`src/rtl/riscv_pkg.sv`:
```
// riscv_pkg: RV32I base opcodes, decoded-format encoding and opcode-to-format lookup.
package riscv_pkg;
  localparam logic [6:0] OP_R      = 7'b0110011;
  localparam logic [6:0] OP_IMM    = 7'b0010011;
  localparam logic [6:0] OP_LOAD   = 7'b0000011;
  localparam logic [6:0] OP_JALR   = 7'b1100111;
  localparam logic [6:0] OP_SYSTEM = 7'b1110011;
  localparam logic [6:0] OP_STORE  = 7'b0100011;
  localparam logic [6:0] OP_BRANCH = 7'b1100011;
  localparam logic [6:0] OP_LUI    = 7'b0110111;
  localparam logic [6:0] OP_AUIPC  = 7'b0010111;
  localparam logic [6:0] OP_JAL    = 7'b1101111;
  localparam logic [2:0] FMT_R   = 3'd0;
  localparam logic [2:0] FMT_I   = 3'd1;
  localparam logic [2:0] FMT_S   = 3'd2;
  localparam logic [2:0] FMT_B   = 3'd3;
  localparam logic [2:0] FMT_U   = 3'd4;
  localparam logic [2:0] FMT_J   = 3'd5;
  localparam logic [2:0] FMT_ILL = 3'd7;
  // Every supported opcode ends in 2'b11, so a compressed/invalid low pair falls to ILL.
  function automatic logic [2:0] op_fmt(input logic [6:0] op);
    return op == OP_R ? FMT_R :
           (op == OP_IMM || op == OP_LOAD || op == OP_JALR || op == OP_SYSTEM) ? FMT_I :
           op == OP_STORE ? FMT_S :
           op == OP_BRANCH ? FMT_B :
           (op == OP_LUI || op == OP_AUIPC) ? FMT_U :
           op == OP_JAL ? FMT_J : FMT_ILL;
  endfunction
endpackage

```
`src/rtl/imm_gen.sv`:
```
// imm_gen: combinational sign-extended immediate for a given instruction format.
module imm_gen import riscv_pkg::*; #(
  parameter int XLEN = 32
) (
  input  logic [31:0]     instr,
  input  logic [2:0]      fmt,
  output logic [XLEN-1:0] o_imm
);
  logic unused_opcode;
  assign unused_opcode = ^instr[6:0];
  always_comb
    o_imm = fmt == FMT_I ? {{20{instr[31]}}, instr[31:20]} :
            fmt == FMT_S ? {{20{instr[31]}}, instr[31:25], instr[11:7]} :
            fmt == FMT_B ? {{19{instr[31]}}, instr[31], instr[7], instr[30:25], instr[11:8], 1'b0} :
            fmt == FMT_U ? {instr[31:12], 12'b0} :
            fmt == FMT_J ? {{11{instr[31]}}, instr[31], instr[19:12], instr[20], instr[30:21], 1'b0} :
            '0;
endmodule

```
`src/rtl/instr_queue_deco.sv`:
```
// instr_queue_deco: DEPTH-entry instruction queue with flush, decoding the head entry.
module instr_queue_deco import riscv_pkg::*; #(
  parameter int XLEN  = 32,
  parameter int PC_W  = 32,
  parameter int DEPTH = 4,
  localparam int AW   = $clog2(DEPTH),
  localparam int CW   = AW + 1
) (
  input  logic            clk,
  input  logic            i_rst,
  input  logic            i_valid,
  output logic            o_ready,
  input  logic [31:0]     i_instr,
  input  logic [PC_W-1:0] i_pc,
  input  logic            i_flush,
  output logic            o_valid,
  input  logic            i_ready,
  output logic [PC_W-1:0] o_pc,
  output logic [6:0]      o_opcode,
  output logic [2:0]      o_funct3,
  output logic [6:0]      o_funct7,
  output logic [4:0]      o_rd,
  output logic [4:0]      o_rs1,
  output logic [4:0]      o_rs2,
  output logic [2:0]      o_fmt,
  output logic [XLEN-1:0] o_imm,
  output logic            o_illegal,
  output logic [CW-1:0]   o_count
);
  logic [31:0]     instr_q [DEPTH];
  logic [31:0]     instr_d [DEPTH];
  logic [PC_W-1:0] pc_q [DEPTH];
  logic [PC_W-1:0] pc_d [DEPTH];
  logic [AW-1:0]   wr_ptr_q, wr_ptr_d, rd_ptr_q, rd_ptr_d;
  logic [CW-1:0]   count_q, count_d;
  logic            push, pop;
  logic [31:0]     inst;
  logic [2:0]      fmt_raw;
  assign o_ready = !i_rst && count_q < CW'(DEPTH);
  assign o_valid = count_q != '0;
  assign o_count = count_q;
  assign push    = i_valid && o_ready;
  assign pop     = o_valid && i_ready;
  always_comb begin
    instr_d = instr_q;
    pc_d    = pc_q;
    if (push) begin
      instr_d[wr_ptr_q] = i_instr;
      pc_d[wr_ptr_q]    = i_pc;
    end
    wr_ptr_d = i_flush ? '0 : wr_ptr_q + AW'(push);
    rd_ptr_d = i_flush ? '0 : rd_ptr_q + AW'(pop);
    count_d  = i_flush ? '0 : count_q + CW'(push) - CW'(pop);
  end
  always_ff @(posedge clk) begin
    if (i_rst) begin
      wr_ptr_q <= '0;
      rd_ptr_q <= '0;
      count_q  <= '0;
    end else begin
      wr_ptr_q <= wr_ptr_d;
      rd_ptr_q <= rd_ptr_d;
      count_q  <= count_d;
    end
  end
  // Storage is deliberately left out of reset; only pointers and count are cleared.
  always_ff @(posedge clk) begin
    instr_q <= instr_d;
    pc_q    <= pc_d;
  end
  always_comb begin
    inst      = o_valid ? instr_q[rd_ptr_q] : '0;
    fmt_raw   = op_fmt(inst[6:0]);
    o_fmt     = o_valid ? fmt_raw : FMT_ILL;
    o_illegal = o_valid && fmt_raw == FMT_ILL;
    o_pc      = o_valid ? pc_q[rd_ptr_q] : '0;
    o_opcode  = inst[6:0];
    o_rd      = inst[11:7];
    o_funct3  = inst[14:12];
    o_rs1     = inst[19:15];
    o_rs2     = inst[24:20];
    o_funct7  = inst[31:25];
  end
  imm_gen #(.XLEN(XLEN)) u_imm_gen (
    .instr (inst),
    .fmt   (o_fmt),
    .o_imm (o_imm)
  );
endmodule

```
`config.mk`:
```
export PLATFORM = sky130hd
export DESIGN_NAME = instr_queue_deco
export DESIGN_NICKNAME = d
export VERILOG_FILES = /design/src/rtl/riscv_pkg.sv /design/src/rtl/imm_gen.sv /design/src/rtl/instr_queue_deco.sv
export SDC_FILE = /design/constraint.sdc
export NUM_CORES = 1
export LEC_CHECK = 0
export BUFFER_PORTS_ARGS = -buffer_cell sky130_fd_sc_hd__buf_2
export CORE_AREA = 2 2 170 172
export CTS_CLUSTER_SIZE = 10
export DETAILED_ROUTE_END_ITERATION = 7
export DIE_AREA = 0 0 172 174
export SYNTH_ARGS = -nofsm -noshare
export SYNTH_HDL_FRONTEND = slang
export SYNTH_SLANG_ARGS = --single-unit
```
`constraint.sdc`:
```
create_clock -name clk -period 19.6 [get_ports clk]
set_input_delay 3.92 -clock clk [delete_from_list [all_inputs] [get_ports clk]]
set_output_delay 3.92 -clock clk [all_outputs]
set_load 0.02 [all_outputs]
```
# Word-level counts from Yosys, hierarchy flattened
# Index checks and enable logic that the tools add are counted.
# totals
inputBits,69
reg_bits,263
out_inout_bits,105
word_cells,73
# classes
reduce_logical,12
addsub,4
magnitude_cmp,4
n_bitwise,2
n_eq_ne,16
n_mux,24
# op_table
op,n
$mux 32,12
$bwmux 128,2
$bmux 32 s2,2
$demux 32 s2,1
$eq 7x7->1 const B,4
$eq 7x6->1 const B,3
$mux 3,5
$eq 7x5->1 const B,2
$eq 3x3->1 const B,3
$eq 7x2->1 const B,1
$eq 3x2->1 const B,2
$ge 3x3->1 const B,2
$not 2->3,2
$logic_and 1x1->1,5
$add 2x1->2,2
$logic_or 1x1->1,4
$mux 2,2
$add 3x1->3,1
$eq 3x1->1 const B,1
$lt 3x1->1 const B,1
$lt 3x3->1 const B,1
$reduce_bool 3->1,1
$sub 3x1->3,1
$reduce_or 2->1,1
$logic_not 1->1,1

# Depth between registers and ports, before layout
# logic_depth
depth_word,19
depth_mapped,13
mapped_depth_nobuf,11

# Modules after synthesis
# Synthesis repeated with hierarchy kept, for this count alone.
# unflattened
hier_cells,528
hier_area_um2,10545.1
# modules_own_cells
module,cells_per_inst,area_per_inst_um2,n_inst
instr_queue_deco,464,10134.7,1
imm_gen,64,410.4,1

# Least setup slack after synthesis
# No wires, ideal clock.
# synth_timing
path_type,input -> register
from,in i_rst
to,"reg instr_q[64] (netlist bit), enable pin"
path_stages,3
n_path_buf,0
setup_slack_ns,9.830
t_arrival_ns,9.192
path_cell_list,nor2_1 nand2_1 nor3b_1
# synth_via
elab_chain_cells,3
# synth_lines
item,line_no,rtl
start: declaration,instr_queue_deco.sv:10,"input logic i_rst,"
$logic_not 1->1,instr_queue_deco.sv:39,assign o_ready = !i_rst && count_q < CW'(DEPTH);
$logic_and 1x1->1,instr_queue_deco.sv:39,
$logic_and 1x1->1,instr_queue_deco.sv:42,assign push = i_valid && o_ready;
end signal: assignment,instr_queue_deco.sv:68,instr_q <= instr_d;
end: declaration,instr_queue_deco.sv:30,logic [31:0] instr_q [DEPTH];
# Every way passes these cells.
# A chain may end at the register's enable or synchronous reset.

# Worst setup path after layout
# layout_timing
from,in i_rst
to,out o_ready
# layout_via
elab_chain_cells,2
# layout_lines
item,line_no,rtl
$logic_not 1->1,instr_queue_deco.sv:39,
$logic_and 1x1->1,instr_queue_deco.sv:39,
end: declaration,instr_queue_deco.sv:12,"output logic o_ready,"
# Every way passes these cells.

==> summary.txt <==
Synth Net Count: 631
Synth Area in XOR/XNOR: 0.403%
Routed Antenna Nets: 0
Max rail drop VDD: 62.7 uV
Worst Setup Start Kind: input port
Synth Area in Adders: 0.645%
Simple-Gate Fraction of Synth Area: 7.93%
Top FF cell, synth: edfxtp_1
Fillers: 2480
post-CTS sizing: 0
hpwl dp: 14000 um
setup_tns: 0 ns
Setup-failing EPs final: 0
Seq/Total Area, Yosys: 72.1%
min-delay worst type: reg2reg
most frequent cells in the layout: 256 x edfxtp_1, 173 x buf_2, 68 x mux4_2, 68 x and2_1, 30 x clkbuf_16
CTS Buf Count: 30
Clock Tree Buf Depth: 3
die area: 29900 sq um
row cnt: 62
Worst-path clk slew: 0.05 ns
Final Cell Area: 13000 sq um
Yosys warnings: 0
R2R Path Start: o_count[2]
root buffer cell: clkbuf_16
post-synthesis mux area share: 14.5%
WHS Path Cells: 2
HP Start: o_count[2]
total power: 1.20 mW
crit path capture type: output pin
Pre-antenna DRT Iters: 4
Post-synth EDFFs: 256
Avg Inst Size Synth: 19.5 sq um
FF-to-FF End: o_count[2]
Reg2Reg Depth: 12
ys async rst share: 0%
Final #Nets: 815
CTS tree: built
largest cells by area after synthesis: edfxtp_1 71%, mux4_2 14%, and2_1 3.9%, dfxtp_1 1.3%, a21o_1 1.1%
Worst EP arrival: 4.45 ns
Fin Clk Skew: 0.0175 ns
placer congestion estimate: 0.846
GRT Residual Overflow: 0
Starting DRT DRC Count: 380
switching share of total power: 21.0%
Post-CTS Setup Bufs: 0
Die X-Extent: 172 um
area delta synth->final: 19.6%
core area: 28200 sq um
commonest non-fill, non-tap cell in the layout: edfxtp_1
Setup CP Type: in2out
Netlist Area Pre-Place: 10900 sq um
post-synthesis compound-gate area fraction: 2.82%
max frequency: 0.119 GHz
Tot GR Track Use: 15.3%
main combinational cell family by area after synthesis: multiplexers
final period utilization: 42.7%
max-slew violations: 0
first-pass GRT wire length: 34800 um
RSZ-0062 raised after global routing: false
min cycle time layout: 8.37 ns
crit-path max cell delay: 0.20 ns
share of post-route cells with drive strength above 1: 40.6%
Hold Vio Cnt, Final: 0
Crit path top cell by count: buf_2
worst-path cell chain: buf_2, nor2_1, buf_2
Net Sw Power: 0.252 mW
status: complete, no violations
worst-margin pin slew: 1.06 ns
area leader, netlist: edfxtp_1
combinational power share: 7.2%
Pint: 0.949 mW
Die H: 174 um
initial antenna violation count: 8
clock power share: 40.3%
largest net degree at the start of global routing: 70
wire per inst: 19.9 um
post-placement cell area: 12100 sq um
Worst slew margin: 29.4%
cts hold-fix bufs: 0
Crit-path slowest cell: buf_2
input/output buffers: 173
WHS: 0.594 ns
max cap viols: 0
I/O pin count: 174
total routed wirelength: 22700 um
Worst EP required: 15.68 ns
Initial Util: 38.4%
register-to-register setup slack: 16.40 ns
Synth Register Bits: 263
PD cells: 92.6 nW/um^2
Worst Hold Path EP: o_count[2]
register share of total power: 52.5%
library cells used by synthesis: 49
number of global-route vias before repair: 6199
Residual DRC: 0
vias: 5754
Worst Path Max Fanout: 6
Clock Sinks: 263
Worst-Skew Late Latency: 0.54 ns
Cells after Synth: 557
htree depth: 1
Synth top area share: 70.8%
Via density: 5.04
Static Leakage: 4.70 nW
-- power groups by stage --
stage / combinational [mW] / sequential, mW / clock, mW
CTS: 0.0886 / 0.631 / 0.498
detailed placement: 0.0880 / 0.643 / 0
finish: 0.0868 / 0.631 / 0.484
global placement: 0.0855 / 0.642 / 0
global route: 0.0948 / 0.632 / 0.520
floorplan: 0.0532 / 0.642 / 0
-- Yosys cell counts, types with 2 or more instances --
cell type	number
a2111o_1	4
a21o_1	16
a21oi_1	2
a21oi_2	2
and2_1	68
and3_1	5
buf_2	9
buf_6	4
clkbuf_1	13
dfxtp_1	7
edfxtp_1	256
ha_1	4
inv_1	7
mux2i_1	4
mux4_2	68
nand2_1	13
nand2b_1	10
nor2_1	14
nor2b_1	6
nor2b_2	6
nor3_1	5
nor3b_1	2
o21a_1	3
xnor2_1	3
xor2_1	2
-- worst max-delay path, delay by kind of cell --
family,cells,cell delay [ns]
AND/OR/NAND/NOR,1,0.19
buffers and inverters,2,0.33
-- cell type report --
cell class	count	area (sq um)	area share [%]
multi-input cells	259	2870	22.1
flip-flops and latches	263	7840	60.3
clock inverters	3	50.0	0.385
inverters	7	26.3	0.202
diodes	5	12.5	0.0964
repair buffers	180	918	7.07
clock buffers	40	788	6.07
well taps	384	480	3.70
-- worst max path at each step --
| stage | to | startpoint | slack [ns] |
|---|---|---|---|
| final | o_ready | i_rst | 11.23 |
| after global placement | o_ready | i_rst | 11.31 |
| after detailed placement | o_ready | i_rst | 11.24 |
| after global routing | o_imm[29] | rd_ptr_q[0] | 11.14 |
| after floorplan | instr_q[64] | i_rst | 9.83 |
| after CTS | o_ready | i_rst | 11.24 |
-- cells by family (layout without fill, tap and decap cells) --
family          after synthesis  in the layout
compound gates               37             37
xor+xnor                      5              5
simple gates                140            140
mux                          72             72
fa+ha+maj                     5              5
buf+inv                      35            230
other cells                   0              5
flops                       263            263
-- state kept, by name, summed over array words and instances (netlist names) --
signal	count
rd_ptr_q	2
wr_ptr_q	2
pc_q	128
instr_q	128
o_count	3
-- layer usage --
metal | vias to the layer above | global-route usage, % | share of wire [%]
met2 | 186 | 27.1 | 51
met5 | - | 0 | 0.12
li1 | 2591 | - | -
met1 | 2927 | 18.4 | 41
met4 | 6 | 4.59 | 2.3
met3 | 44 | 3.69 | 6.5
-- through the flow --
| stage | worst slack, ns | instances | utilization [%] |
|---|---|---|---|
| 2_1_floorplan | 9.83 | 557 | - |
| 3_3_place_gp | 11.31 | 1093 | 43.0 |
| 3_5_place_dp | 11.24 | 1093 | 43.0 |
| 4_1_cts | 11.24 | 1136 | 45.9 |
| 5_1_grt | 11.14 | 1141 | 46.0 |
| 6_report | 11.23 | 1141 | 46.0 |
No activity file was read; power rests on OpenSTA's default activity.
